--- src/rtl/lif_neuron_array.sv ---
// lif_neuron_array: N leaky integrate-and-fire neurons behind one shared, time-multiplexed datapath.
// Per-neuron saturating spike counters are built only when LIF_SPIKE_COUNT_EN is defined.
module lif_neuron_array #(
    parameter int unsigned N_NEURONS     = 16,
    parameter int unsigned POT_W         = 16,
    parameter int unsigned IN_W          = 16,
    parameter int          THRESHOLD     = 16'h0960,
    parameter int unsigned LEAK_SHIFT    = 4,
    parameter int unsigned REFRACT_STEPS = 8,
    parameter int unsigned CNT_W         = 8,
    localparam int unsigned IDX_W        = $clog2(N_NEURONS)
) (
    input  logic                   clk,
    input  logic                   rst_n,
    input  logic                   en,
    input  logic                   in_valid,
    output logic                   in_ready,
    input  logic [IDX_W-1:0]       in_idx,
    input  logic signed [IN_W-1:0] in_weight,
    input  logic                   step,
    output logic                   out_valid,
    output logic [N_NEURONS-1:0]   out_spike,
    output logic                   err_idx,
    output logic                   err_overrun,
    input  logic [IDX_W-1:0]       cnt_idx,
    input  logic                   cnt_clr,
    output logic [CNT_W-1:0]       cnt_data
);

    localparam int unsigned RW = $clog2(REFRACT_STEPS + 1);
    localparam logic [IDX_W:0]   N_LIM     = (IDX_W + 1)'(N_NEURONS);
    localparam logic [IDX_W-1:0] LAST_IDX  = IDX_W'(N_NEURONS - 1);
    localparam logic [RW-1:0]    REFR_INIT = RW'(REFRACT_STEPS);
    localparam logic signed [POT_W-1:0] THR     = POT_W'(THRESHOLD);
    localparam logic signed [POT_W-1:0] POT_MAX = {1'b0, {(POT_W - 1){1'b1}}};
    localparam logic signed [POT_W-1:0] POT_MIN = {1'b1, {(POT_W - 1){1'b0}}};

    typedef enum logic [1:0] {StAccum, StSweep, StDone} state_e;

    state_e                  state_q, state_d;
    logic [IDX_W-1:0]        sweep_idx_q;
    logic signed [POT_W-1:0] pot_q [N_NEURONS];
    logic [RW-1:0]           refr_q [N_NEURONS];
    logic [N_NEURONS-1:0]    shadow_q, shadow_d;
    logic [N_NEURONS-1:0]    out_spike_q;
    logic                    err_idx_q, err_overrun_q;

    logic                    in_sweep, sweep_en, step_take, ev_fire, idx_ok, ev_apply, fire;
    logic [IDX_W-1:0]        sel;
    logic signed [POT_W-1:0] cur_pot, leaked, sat_pot, pot_wd;
    logic [RW-1:0]           cur_refr, refr_wd;
    logic signed [POT_W:0]   sum;
    logic                    pot_we, refr_we;

    // State register
    always_ff @(posedge clk or negedge rst_n) begin
        if (!rst_n) begin
            state_q <= StAccum;
        end else begin
            state_q <= state_d;
        end
    end

    // Next-state logic; en low freezes the sequencer in place
    always_comb begin
        state_d = state_q;
        if (en) begin
            unique case (state_q)
                StAccum: if (step) state_d = StSweep;
                StSweep: if (sweep_idx_q == LAST_IDX) state_d = StDone;
                StDone:  state_d = StAccum;
                default: state_d = StAccum;
            endcase
        end
    end

    // FSM outputs
    always_comb begin
        in_ready  = en && (state_q != StSweep);
        out_valid = en && (state_q == StDone);
        in_sweep  = (state_q == StSweep);
        sweep_en  = en && in_sweep;
        step_take = en && step && (state_q == StAccum);
    end

    // Shared datapath: the sweep owns the neuron port during SWEEP, the event path otherwise
    always_comb begin
        sel      = in_sweep ? sweep_idx_q : in_idx;
        cur_pot  = pot_q[sel];
        cur_refr = refr_q[sel];
        ev_fire  = in_valid && in_ready;
        idx_ok   = ({1'b0, in_idx} < N_LIM);
        ev_apply = ev_fire && idx_ok && (cur_refr == '0);

        sum = {cur_pot[POT_W-1], cur_pot} + (POT_W + 1)'(in_weight);
        if (sum[POT_W] != sum[POT_W-1]) begin
            sat_pot = sum[POT_W] ? POT_MIN : POT_MAX;
        end else begin
            sat_pot = sum[POT_W-1:0];
        end

        leaked = cur_pot - (cur_pot >>> LEAK_SHIFT);
        fire   = sweep_en && (cur_refr == '0) && (leaked >= THR);

        pot_we  = 1'b0;
        pot_wd  = sat_pot;
        refr_we = 1'b0;
        refr_wd = '0;
        if (ev_apply) begin
            pot_we = 1'b1;
        end
        if (sweep_en) begin
            if (cur_refr != '0) begin
                refr_we = 1'b1;
                refr_wd = cur_refr - RW'(1);
            end else if (fire) begin
                pot_we  = 1'b1;
                pot_wd  = '0;
                refr_we = 1'b1;
                refr_wd = REFR_INIT;
            end else begin
                pot_we = 1'b1;
                pot_wd = leaked;
            end
        end

        shadow_d = shadow_q;
        if (sweep_en) begin
            shadow_d[sweep_idx_q] = fire;
        end
    end

    always_ff @(posedge clk or negedge rst_n) begin
        if (!rst_n) begin
            for (int i = 0; i < int'(N_NEURONS); i++) begin
                pot_q[i]  <= '0;
                refr_q[i] <= '0;
            end
        end else begin
            for (int i = 0; i < int'(N_NEURONS); i++) begin
                if (pot_we && (sel == IDX_W'(i))) pot_q[i] <= pot_wd;
                if (refr_we && (sel == IDX_W'(i))) refr_q[i] <= refr_wd;
            end
        end
    end

    always_ff @(posedge clk or negedge rst_n) begin
        if (!rst_n) begin
            sweep_idx_q   <= '0;
            shadow_q      <= '0;
            out_spike_q   <= '0;
            err_idx_q     <= 1'b0;
            err_overrun_q <= 1'b0;
        end else begin
            if (step_take) begin
                sweep_idx_q <= '0;
            end else if (sweep_en) begin
                sweep_idx_q <= sweep_idx_q + IDX_W'(1);
            end
            if (sweep_en) begin
                shadow_q <= shadow_d;
                if (sweep_idx_q == LAST_IDX) out_spike_q <= shadow_d;
            end
            if (ev_fire && !idx_ok) err_idx_q <= 1'b1;
            if (en && step && (state_q != StAccum)) err_overrun_q <= 1'b1;
        end
    end

    assign out_spike   = out_spike_q;
    assign err_idx     = err_idx_q;
    assign err_overrun = err_overrun_q;

`ifdef LIF_SPIKE_COUNT_EN
    logic [CNT_W-1:0] cnt_q [N_NEURONS];
    logic [CNT_W-1:0] cnt_data_q;

    always_ff @(posedge clk or negedge rst_n) begin
        if (!rst_n) begin
            for (int i = 0; i < int'(N_NEURONS); i++) cnt_q[i] <= '0;
            cnt_data_q <= '0;
        end else if (en) begin
            for (int i = 0; i < int'(N_NEURONS); i++) begin
                if (cnt_clr) begin
                    cnt_q[i] <= '0;
                end else if (fire && (sweep_idx_q == IDX_W'(i)) && (cnt_q[i] != '1)) begin
                    cnt_q[i] <= cnt_q[i] + CNT_W'(1);
                end
            end
            cnt_data_q <= ({1'b0, cnt_idx} < N_LIM) ? cnt_q[cnt_idx] : '0;
        end
    end

    assign cnt_data = cnt_data_q;
`else
    logic unused_cnt;
    assign unused_cnt = ^{cnt_idx, cnt_clr};
    assign cnt_data   = '0;
`endif

endmodule

--- config.mk ---
export PLATFORM = sky130hd
export DESIGN_NAME = lif_neuron_array
export DESIGN_NICKNAME = d
export VERILOG_FILES = /design/src/rtl/lif_neuron_array.sv
export SDC_FILE = /design/constraint.sdc
export NUM_CORES = 1
export LEC_CHECK = 0
export CORE_ASPECT_RATIO = 1.75
export CORE_UTILIZATION = 38
export CTS_CLUSTER_SIZE = 20
export DETAILED_ROUTE_END_ITERATION = 12
export PLACE_DENSITY = 0.62
export SLEW_MARGIN = 10
export SYNTH_ARGS = -nofsm -noshare
export SYNTH_HDL_FRONTEND = slang
export SYNTH_SLANG_ARGS = --single-unit
--- constraint.sdc ---
create_clock -name clk -period 5.3 [get_ports clk]
set_input_delay 1.325 -clock clk [delete_from_list [all_inputs] [get_ports clk]]
set_output_delay 1.325 -clock clk [all_outputs]
set_load 0.01 [all_outputs]
==> flow_metrics.py <==
metrics = {
    "floorplan": {
        "rows": 103,
        "die_area_um2": 46800,
        "die_w_um": 164,
        "die_h_um": 285,
        "io_pins": 58,
        "core_um2": 45200,
        "start_util": 0.385,
    },
    "sta": {
        "final_max_slew_viol_count": 0,
        "max_freq_mhz": 192,
        "fin_crit_ns": 5.21,
        "setup_ws_ns": 0.0855,
        "hold_viol_final": 0,
        "skew_ns": 0.0309,
        "finalSetupViolations": 0,
        "holdWs_ns": 0.470,
        "worst_pin_slew_ns": 1.15,
        "slew_headroom": 0.230,
        "period_share": 0.984,
    },
    "setup_path": {
        "path_cells": "dlygate4sd2_1 > buf_4 > or3_4 > o31ai_4 > buf_6 > o21ai_1 > and4_4 > buf_4 > fa_2 > a21o_4 > a31o_4 > a211oi_4 > o21ai_2 > xor2_2 > o31ai_4 > and3b_2 > buf_4 > buf_4 > a221oi_4 > buf_6 > buf_12 > a21oi_1",
        "cp-start-kind": "input pin",
        "cpPeakStageDelay_ns": 0.40,
        "worst_path_most_repeated_cell": "buf_4",
        "cp_max_fo": 8,
        "reg2reg_from": "state_q[1]",
        "crit_path_end_kind": "flop",
        "path_class": "input pin to flop",
        "cpLargestDelayFamily": "compound AO/OA/AOI/OAI gates",
        "cp_data_arrival_time_ns": 5.61,
        "path_buf_inv": 8,
        "cp-startpoint": "in_idx[3]",
        "cp.required_ns": 5.69,
        "slowest_stage": "fa_2",
    },
    "routing": {
        "ant_nets": 0,
        "vias": 14700,
        "post_drt_wl_per_cell_um": 21.3,
        "wirelength_um": 55200,
        "vias_per_cell": 5.70,
        "route.detailed.drc": 0,
        "first_pass_iters": 5,
        "initialDrtViolationCount": 1197,
    },
    "cells_and_area": {
        "antennaDiodeCount": 0,
        "area_delta_synth_final_pct": 29.9,
        "layoutNonFillerInstCount": 2588,
        "drive_gt1_frac": 0.276,
        "nets": 2055,
    },
    "grt": {
        "grt_max_degree": 112,
        "grt_pass1_vias": 15100,
        "grtUsageTotal": 0.239,
        "antenna_found_initial": 0,
        "grt_overflow": 0,
        "grt_first_pass_wirelength_um": 85800,
    },
    "yosys": {
        "synth_compound_area_frac": 0.248,
        "synth_top_area_frac": 0.514,
        "synth-seq-area-share": 0.514,
        "yosys.area.top_type": "dfrtp_1",
        "synth.avg_cell_area_um2": 9.82,
        "synthMuxAreaShare": 0.0420,
        "syn_inst": 1776,
        "synth-edff-count": 0,
        "synth_area_um2": 17400,
        "yosys_warnings": 0,
        "synth_xor_area_frac": 0.00954,
        "synth_top_family_by_area": "compound AO/OA/AOI/OAI gates",
        "netlist-cell-type-count": 78,
        "synth_flop_cell": "dfrtp_1",
        "synth-simple-area-share": 0.109,
        "async_reset_ff_frac": 1.00,
        "synth_fa_ha_area_frac": 0.0288,
        "synth_seq_cells": 358,
        "synth_area_leaders": "dfrtp_1 51%, a21oi_1 7.7%, nor2_1 6.2%, o22ai_1 4.3%, mux2_2 2.9%",
    },
    "clock_tree": {
        "htreeDepth": 2,
        "root_buffer": "clkbuf_16",
        "cts_tree": "built",
        "hold_buffers": 0,
        "cts_buffers": 34,
        "cts_max_path_buffers": 3,
        "clkSlewWorstSetupHoldPaths_ns": 0.06,
        "cts_sinks": 358,
        "clk_latency_ns": 0.56,
    },
    "placed_design": {
        "port_buffers": 43,
        "dp_cells": 2487,
        "dp_hpwl_um": 37500,
        "gp_congestion": 0.872,
        "dpl_worst_slack_ns": -1.08,
    },
    "flow_run": {
        "drv_cap": 0,
    },
    "hold_path": {
        "hold_path_class": "flop to flop",
        "hold_start": "err_overrun",
    },
    "run_status": {
        "outcome": "finished, final reports clean",
    },
}
==> final timing paths <==
check / endpoint / slack (ns) / cells after the start
min in group asynchronous: pot_q[12] / 0.79 / 1
max reg2reg: pot_q[244] / 0.26 / 23
min reg2reg: err_overrun / 0.47 / 1
min: err_overrun / 0.47 / 1
max in group asynchronous: pot_q[123] / 3.26 / 2
max: pot_q[244] / 0.09 / 22
==> through the flow <==
step	utilization	setup TNS [ns]	cell area, µm²
finish	0.501	0	22700
floorplan	-	-17.11	18100
global placement	0.457	-286.00	20700
global route	0.501	-0.377	22700
detailed placement	0.457	-302.82	20700
CTS	0.493	0	22300
==> logic make-up after synthesis <==
logic type      after synthesis
compound gates              684
simple gates                428
flops                       358
buf+inv                     180
mux                          67
fa+ha+maj                    39
xor+xnor                     19
other cells                   1
==> synthesized netlist by cell type, types with 7 or more instances <==
library cell  count
dfrtp_1         358
mux2i_1          21
nand2_1          58
a221oi_4          7
o21ai_1          16
nor2_1          288
a21o_1           10
a22o_1           19
o21ai_0          94
o21a_1            8
o2bb2ai_1        47
mux2_2           45
a22oi_1          40
xnor2_1          10
nand3_1           8
a21oi_1         267
a211oi_1          9
ha_1             37
buf_2            52
clkbuf_1         58
xor2_1            9
inv_1            40
and4_1           15
and2_1            8
nor3_1           10
and3_1            8
buf_4            18
o22ai_1         120
==> state kept, by name (all words and copies together) (netlist names) <==
register     count
state_q          2
out_spike       16
pot_q          256
refr_q          64
sweep_idx_q      4
shadow_q        15
err_overrun      1
==> layout by cell type, fill, tap and decap left out, drive strengths merged, types with 7 or more instances in the layout <==
cell type / synthesis / routed
a211oi: 10 / 10
a21o: 10 / 10
a21oi: 272 / 272
a221oi: 9 / 9
a22o: 19 / 19
a22oi: 41 / 41
and2: 8 / 8
and3: 8 / 8
and4: 15 / 15
buf: 79 / 263
clkbuf: 61 / 54
clkdlybuf4s50: 0 / 38
conb: 1 / 9
dfrtp: 358 / 358
ha: 37 / 37
inv: 40 / 41
mux2: 46 / 46
mux2i: 21 / 21
nand2: 58 / 58
nand3: 8 / 8
nor2: 289 / 289
nor3: 10 / 10
nor4: 7 / 7
o21a: 8 / 8
o21ai: 110 / 110
o22ai: 120 / 120
o2bb2ai: 47 / 47
xnor2: 10 / 10
xor2: 9 / 9
==> worst register-to-register path: stages (launching register included) <==
cell and delay [ns]:
dfrtp_1 0.39, buf_4 0.18, nand2b_4 0.22, a31oi_4 0.32
buf_12 0.17, buf_4 0.17, o22ai_1 0.10, o21ai_0 0.26
and4_4 0.35, inv_1 0.07, ha_1 0.33, a21o_4 0.25
a31o_4 0.26, a211oi_4 0.27, o21ai_2 0.11, xor2_2 0.22
o31ai_4 0.11, and3b_2 0.23, buf_4 0.14, buf_4 0.15
a221oi_4 0.26, buf_6 0.16, buf_12 0.13, a21oi_1 0.07
==> layout make-up <==
cell class	count	area (µm²)
Fill cell	3959	22600
Sequential cell	358	8960
Multi-Input combinational cell	1247	8590
Timing Repair Buffer	305	3070
Clock buffer	53	1020
Tap cell	577	722
Inverter	40	150
Clock inverter	8	145
==> per-layer routing <==
layer,track usage,share of wire
met5,0,0
met3,0.0292,0.044
met1,0.270,0.38
met2,0.436,0.53
met4,0.120,0.049
==> what timing repair did <==
| action | in CTS | in global routing |
|---|---|---|
| pin swaps | 22 | 36 |
| gates cloned | 4 | 2 |
| setup buffers | 20 | 15 |
| resized for setup | 73 | 61 |
| setup endpoints to repair | 323 | 218 |
Power is left out: the tool's default activity adds up to more than one toggle a clock period on the data nets, which glitch-free logic cannot reach.
